[config.mk]
export PLATFORM = sky130hd
export DESIGN_NAME = multicycle_control_fsm
export DESIGN_NICKNAME = d
export VERILOG_FILES = /design/src/rtl/multicycle_control_fsm.sv
export SDC_FILE = /design/constraint.sdc
export NUM_CORES = 1
export LEC_CHECK = 0
export ABC_AREA = 1
export CAP_MARGIN = 30
export CORE_MARGIN = 4
export CORE_UTILIZATION = 35
export CTS_CLUSTER_DIAMETER = 100
export DETAILED_ROUTE_END_ITERATION = 8
export PLACE_DENSITY = 0.82
export SYNTH_ARGS = -nofsm -noshare
export SYNTH_HDL_FRONTEND = slang
export SYNTH_SLANG_ARGS = --single-unit
export TNS_END_PERCENT = 10
[constraint.sdc]
create_clock -name clk -period 1.45 [get_ports clk]
set_clock_uncertainty 0.2 [all_clocks]
set_input_delay 0.29 -clock clk [delete_from_list [all_inputs] [get_ports clk]]
set_output_delay 0.29 -clock clk [all_outputs]
set_load 0.01 [all_outputs]
[src/rtl/multicycle_control_fsm.sv]
// multicycle_control_fsm: sequencing controller for a multicycle RV32I-subset core
module multicycle_control_fsm #(
    parameter bit HAS_MEM_READY = 1'b1
) (
    input  logic       clk,
    input  logic       reset,
    input  logic [6:0] op,
    input  logic [2:0] funct3,
    input  logic       funct7b5,
    input  logic       zero,
    input  logic       mem_ready,
    output logic       PCWrite,
    output logic       AdrSrc,
    output logic       MemWrite,
    output logic       IRWrite,
    output logic       RegWrite,
    output logic [1:0] ResultSrc,
    output logic [1:0] ALUSrcA,
    output logic [1:0] ALUSrcB,
    output logic [1:0] ImmSrc,
    output logic [2:0] ALUControl,
    output logic       illegal_op,
    output logic [3:0] state
);
    typedef enum logic [3:0] {
        FETCH    = 4'd0,
        DECODE   = 4'd1,
        MEMADR   = 4'd2,
        MEMREAD  = 4'd3,
        MEMWB    = 4'd4,
        MEMWRITE = 4'd5,
        EXECR    = 4'd6,
        ALUWB    = 4'd7,
        EXECI    = 4'd8,
        JAL      = 4'd9,
        BEQ      = 4'd10
    } state_t;

    localparam logic [6:0] OP_LW   = 7'b0000011;
    localparam logic [6:0] OP_SW   = 7'b0100011;
    localparam logic [6:0] OP_R    = 7'b0110011;
    localparam logic [6:0] OP_I    = 7'b0010011;
    localparam logic [6:0] OP_BEQ  = 7'b1100011;
    localparam logic [6:0] OP_JAL  = 7'b1101111;

    state_t     cur, nxt;
    logic       ready;
    logic [1:0] alu_op;
    logic [2:0] alu_dec;

    assign ready = HAS_MEM_READY ? mem_ready : 1'b1;
    assign state = cur;
    assign ImmSrc = op == OP_SW ? 2'b01 : op == OP_BEQ ? 2'b10 : op == OP_JAL ? 2'b11 : 2'b00;
    assign alu_dec = funct3 == 3'b000 ? ({op[5], funct7b5} == 2'b11 ? 3'b001 : 3'b000) :
                     funct3 == 3'b010 ? 3'b101 :
                     funct3 == 3'b110 ? 3'b011 :
                     funct3 == 3'b111 ? 3'b010 : 3'b000;
    assign ALUControl = alu_op == 2'b01 ? 3'b001 : alu_op == 2'b10 ? alu_dec : 3'b000;

    // state register; reset forces FETCH on the next edge
    always_ff @(posedge clk) begin
        cur <= reset ? FETCH : nxt;
    end

    // next state and Moore controls; write enables are suppressed while reset is high
    always_comb begin
        nxt        = FETCH;
        PCWrite    = 1'b0;
        AdrSrc     = 1'b0;
        MemWrite   = 1'b0;
        IRWrite    = 1'b0;
        RegWrite   = 1'b0;
        ResultSrc  = 2'b00;
        ALUSrcA    = 2'b00;
        ALUSrcB    = 2'b00;
        alu_op     = 2'b00;
        illegal_op = 1'b0;
        case (cur)
            FETCH: begin
                ALUSrcB   = 2'b10;
                ResultSrc = 2'b10;
                IRWrite   = ready;
                PCWrite   = ready;
                nxt       = ready ? DECODE : FETCH;
            end
            DECODE: begin
                ALUSrcA = 2'b01;
                ALUSrcB = 2'b01;
                case (op)
                    OP_LW, OP_SW: nxt = MEMADR;
                    OP_R:         nxt = EXECR;
                    OP_I:         nxt = EXECI;
                    OP_BEQ:       nxt = BEQ;
                    OP_JAL:       nxt = JAL;
                    default: begin
                        nxt        = FETCH;
                        illegal_op = 1'b1;
                    end
                endcase
            end
            MEMADR: begin
                ALUSrcA = 2'b10;
                ALUSrcB = 2'b01;
                nxt     = op == OP_LW ? MEMREAD : MEMWRITE;
            end
            MEMREAD: begin
                AdrSrc = 1'b1;
                nxt    = ready ? MEMWB : MEMREAD;
            end
            MEMWB: begin
                ResultSrc = 2'b01;
                RegWrite  = 1'b1;
            end
            MEMWRITE: begin
                AdrSrc   = 1'b1;
                MemWrite = 1'b1;
                nxt      = ready ? FETCH : MEMWRITE;
            end
            EXECR: begin
                ALUSrcA = 2'b10;
                alu_op  = 2'b10;
                nxt     = ALUWB;
            end
            EXECI: begin
                ALUSrcA = 2'b10;
                ALUSrcB = 2'b01;
                alu_op  = 2'b10;
                nxt     = ALUWB;
            end
            JAL: begin
                ALUSrcA = 2'b01;
                ALUSrcB = 2'b10;
                PCWrite = 1'b1;
                nxt     = ALUWB;
            end
            ALUWB: begin
                RegWrite = 1'b1;
            end
            BEQ: begin
                ALUSrcA = 2'b10;
                alu_op  = 2'b01;
                PCWrite = zero;
            end
            default: nxt = FETCH;
        endcase
        if (reset) begin
            PCWrite    = 1'b0;
            MemWrite   = 1'b0;
            IRWrite    = 1'b0;
            RegWrite   = 1'b0;
            illegal_op = 1'b0;
        end
    end
endmodule

* Yosys cells after proc, flatten, opt, wreduce, memory -nomap -nowiden
Index checks and enable logic that the tools add are counted.
W data, S select, Z words.
** Storage, ports and cells
- Word-level logic and storage cells :: 67
- Output and inout port bits :: 21
- Bits of input ports :: 15
- Bits in registers :: 4
** Cells by class
- Reductions and logical operators :: 12
- Equality and inequality tests :: 22
- Muxes and demuxes :: 32
** Operator list (count)
- $pmux W4 S6 :: 1
- $mux W3 :: 7
- $pmux W4 S5 :: 1
- $eq A4 B3 Y1 const B :: 4
- $pmux W2 S2 :: 4
- $eq A7 B6 Y1 const B :: 2
- $eq A7 B7 Y1 const B :: 2
- $mux W1 :: 13
- $eq A4 B4 Y1 const B :: 3
- $reduce_or A2 Y1 :: 6
- $mux W2 :: 5
- $eq A4 B2 Y1 const B :: 2
- $eq A7 B2 Y1 const B :: 1
- $eq A7 B5 Y1 const B :: 1
- $eq A3 B3 Y1 const B :: 2
- $reduce_or A3 Y1 :: 2
- $reduce_or A6 Y1 :: 1
- $eq A2 B2 Y1 const B :: 2
- $eq A4 B1 Y1 const B :: 1
- $logic_not A4 Y1 :: 1
- $reduce_or A4 Y1 :: 1
- $eq A3 B2 Y1 const B :: 1
- $logic_not A3 Y1 :: 1
- $pmux W1 S3 :: 1
- $eq A2 B1 Y1 const B :: 1

* Longest topological paths before layout
- Depth after elaboration :: 7
- Gate-level depth with buffers :: 9
- Gate-level depth less buffers :: 9

* Worst setup path after synthesis
OpenSTA, ideal clock, no wires.
- Path kind :: reg-to-output
- From :: register cur[1], in the netlist state[1]
- To :: output port ALUControl[2]
- Required time :: 0.960 ns
- Buffers on the path :: 0
- Arrival time :: 1.118 ns
- Slack :: -0.158 ns
- Cell stages (with the launch flop) :: 7
- Cells stage by stage :: dfxtp_1 inv_2 nor2_2 nand2_1 nand2_2 inv_2 nor3_1
** On the way
- Cells in the longest elaborated chain, start to end :: 6
** RTL lines
- start, declared :: line 46 : state_t cur, nxt;
- start signal, assigned :: line 62 : cur <= reset ? FETCH : nxt;
- $eq A4 B4 Y1 or $eq A4 B3 Y1 (tied branches) :: line 78 : case (cur)
- $reduce_or A2 Y1 (no source line)
- $pmux W2 S2 * :: line 78
- $eq A2 B2 Y1 :: line 58 : assign ALUControl = alu_op == 2'b01 ? 3'b001 : alu_op == 2'b10 ? alu_dec : 3'b000;
- $mux W3 :: line 58
- $mux W3 * :: line 58
- end, declared :: line 21 : output logic [2:0] ALUControl,
Every way passes the cells marked *; elsewhere a longest branch is shown, timed or not.

* Worst setup path after layout
- From :: register cur[1], in the netlist state[1]
- To :: output port PCWrite
** On the way
- Cells in the longest elaborated chain, start to end :: 3
** RTL lines
- $eq A4 B4 Y1 or $logic_not A4 Y1 (tied branches) :: line 78
- $pmux W1 S3 * :: line 78
- $mux W1 * :: line 146 : if (reset) begin
- end, declared :: line 12 : output logic PCWrite,
Marks and branches as above.

==> impl_metrics.py <==
metrics = {
    "floorplan": {
        "fp-row-count": 14,
        "design.die.area_mm2": 0.00231,
        "floorplan.core_area_mm2": 0.00151,
        "pin_count": 36,
        "die_x_um": 48.1,
        "die-height_um": 48.1,
        "start_util": 0.373,
    },
    "sta": {
        "final_cycle_share": 1.21,
        "setup_tns_ps": -3640,
        "final.min_clock_period_ps": 1760,
        "grt_setup_unrepaired": "yes",
        "tightestPinTransition_ps": 372,
        "maxClockFrequency_mhz": 569,
        "relSlewSlack": 0.752,
        "report.final.hold_viol_count": 0,
        "timing.final.setup_violations": 19,
        "fin_worst_setup_slack_ps": -307,
        "hold_slack_ps": 411,
        "timing_max_transition_violations_final": 0,
    },
    "critical_path": {
        "timing.critical_path.to_type": "output port",
        "ff2ff_path_depth": 9,
        "maximum_fanout_count_along_the_critical_path": 4,
        "crit-reg2reg-capture": "state[0]",
        "worst_ep_required_time_ps": 960,
        "ff2ff_setup_slack_ps": -110,
        "reg2reg_from": "state[2]",
        "criticalPathCategory": "register to output port",
        "cp.arrival_ps": 1270,
        "startpoint_type": "register",
    },
    "power_and_ir_drop": {
        "power.total_uw": 452,
        "power_density_mw_per_mm2": 368,
        "highest_ir_drop_seen_on_vdd_v": 0.000414,
        "static-leakage-power_nw": 0.682,
    },
    "clock_network": {
        "cts-htree-levels": 1,
        "clkLatencyLatePin_ps": 240,
        "numClockSinks": 4,
        "cts_buffers": 3,
        "cts_tree": "done",
        "clockRootBuffer": "clkbuf_4",
        "clk_path_buf_depth": 2,
        "cts.clk_slew.worst_paths_ps": 40,
    },
    "layout": {
        "number_of_flip_flops_under_the_largest_register_name": 4,
        "insertedDiodeCount": 0,
        "layout.nets": 192,
        "final_design_area_no_fill_mm2": 0.00123,
        "final_non_filler_cell_total": 192,
        "layout.core_utilization": 0.814,
        "fillCellCount": 99,
        "final_layout_size_suffix_gt1_frac": 0.636,
        "area.growth.synth_to_final_pct": 118,
    },
    "global_routing": {
        "grt_start_max_net_pins": 7,
        "grt_util_all_layers": 0.245,
        "number_of_antenna_violations_at_the_first_check_in_global_routing": 0,
        "grt_first_pass_wirelength_um": 4060,
        "gr-total-overflow": 0,
        "first_global_vias": 960,
    },
    "synthesis": {
        "postSynth.asyncResetShare": 0,
        "post-synth-top-area-fraction": 0.174,
        "syn_nets": 122,
        "synth_instances": 107,
        "ys_seq_elements": 4,
        "ys_warn_count": 0,
        "synth_area_leader_cell": "nand2_1",
        "seq_area_frac_synth": 0.143,
        "most_instantiated_flip_flop_cell_in_the_synthesis_netlist": "dfxtp_1",
        "synth_most_common_cell": "nand2_1",
        "synth_edf_count": 0,
        "post_synth_instance_area_um2": 562,
        "synth.lib_cells_used.distinct": 19,
        "postSynthAreaPerCell_um2": 5.25,
        "synth_top_cells_by_count": "nand2_1, nor2_1, inv_1",
        "post_synth_main_area_contributors": "nand2_1, dfxtp_1, nor2_1",
    },
    "hold_path": {
        "worstHoldEndpoint": "state[1]",
        "min_path_cells": 7,
        "worstHoldStart": "op[4]",
        "hold_path_class": "primary input to register",
    },
    "place": {
        "hpwl_um": 1710,
        "post_dp_cell_area_mm2": 0.00118,
        "numPortBuffers": 35,
        "finalWeightedCongestion": 0.815,
        "dp_cells": 185,
        "worst_setup_slack_before_clock_tree_synthesis_ps": -837,
    },
    "route": {
        "antenna_violating_nets_post_route": 0,
        "first_iter_violations": 9,
        "routed_wire_length_per_instance_um": 13.3,
        "via_per_inst": 5.02,
        "num_vias": 964,
        "drt_pre_antenna_iters": 4,
        "routed_wirelength_um": 2560,
        "drc": 0,
    },
    "flow_run": {
        "max-cap-violations": 0,
    },
    "outcome": {
        "failed_checks": "negative setup slack",
        "outcome": "finished, violations left",
    },
}
critical path, cell delays in order (launching register included):
cell     delay (ps)
dfxtp_4         380
inv_4            50
nand2_4         100
inv_2            40
nand2_2          50
a21oi_1          50
or2_1           210
buf_2           130
how the worst max path moves through the flow:
stage	start	end	cells past startpoint
floorplan	state[1]	PCWrite	6
global placement	op[4]	illegal_op	8
detailed placement	reset	RegWrite	3
CTS	state[3]	ALUControl[2]	7
global route	state[0]	PCWrite	5
finish	state[1]	PCWrite	7
cells in the final DEF (no fill, tap or decap):
master / count
nand2_1: 18
nor2_2: 5
o21ai_1: 1
dfxtp_4: 4
nor3b_2: 1
dlygate4sd2_1: 5
a21oi_1: 3
buf_6: 5
clkdlybuf4s50_1: 3
clkbuf_1: 1
o21ai_2: 1
inv_2: 10
nand3_2: 3
buf_4: 29
buf_2: 22
o21ai_0: 1
nor3_4: 1
nand2_4: 3
or2_1: 1
o211ai_1: 1
a211oi_2: 1
clkbuf_4: 3
clkdlybuf4s15_1: 1
inv_1: 7
nor2_4: 10
nor3_1: 2
nor2_1: 10
nand3_1: 10
nand2_2: 10
inv_4: 3
nor3_2: 1
cells by family after synthesis:
family | share of synthesized area
compound gates | 0.0802
buf+inv | 0.134
simple gates | 0.644
flops | 0.143
timing repair:
action,CTS,global route
hold buffers,0,0
gates resized for setup,140,15
endpoints found under the setup margin,25,21
gates cloned,0,0
buffers inserted,3,0
pin swaps,14,11
metal layers:
layer  vias to the layer above  GRT usage  part of all wire
met1                       424      0.264              0.35
met2                        51      0.451              0.54
met4                         0      0.140             0.050
li1                        473          -                 -
met5                         -          0                 0
met3                        16     0.0301             0.059
power by group:
group          total [mW]  internal, mW  switching [mW]  leakage [nW]
clock               0.154         0.104          0.0504        0.0150
sequential          0.112         0.107         0.00525        0.0355
combinational       0.186        0.0911          0.0947         0.632
area by class of cell:
cell class	instances	area, µm²	share of cell area
inverter	20	82.6	0.0673
clock buffer	4	26.3	0.0214
tap	16	20.0	0.0163
sequential	4	95.1	0.0776
multi-input combinational	83	534	0.436
timing repair buffer	65	468	0.382
Note: power is estimated with default switching activity, not from simulation.
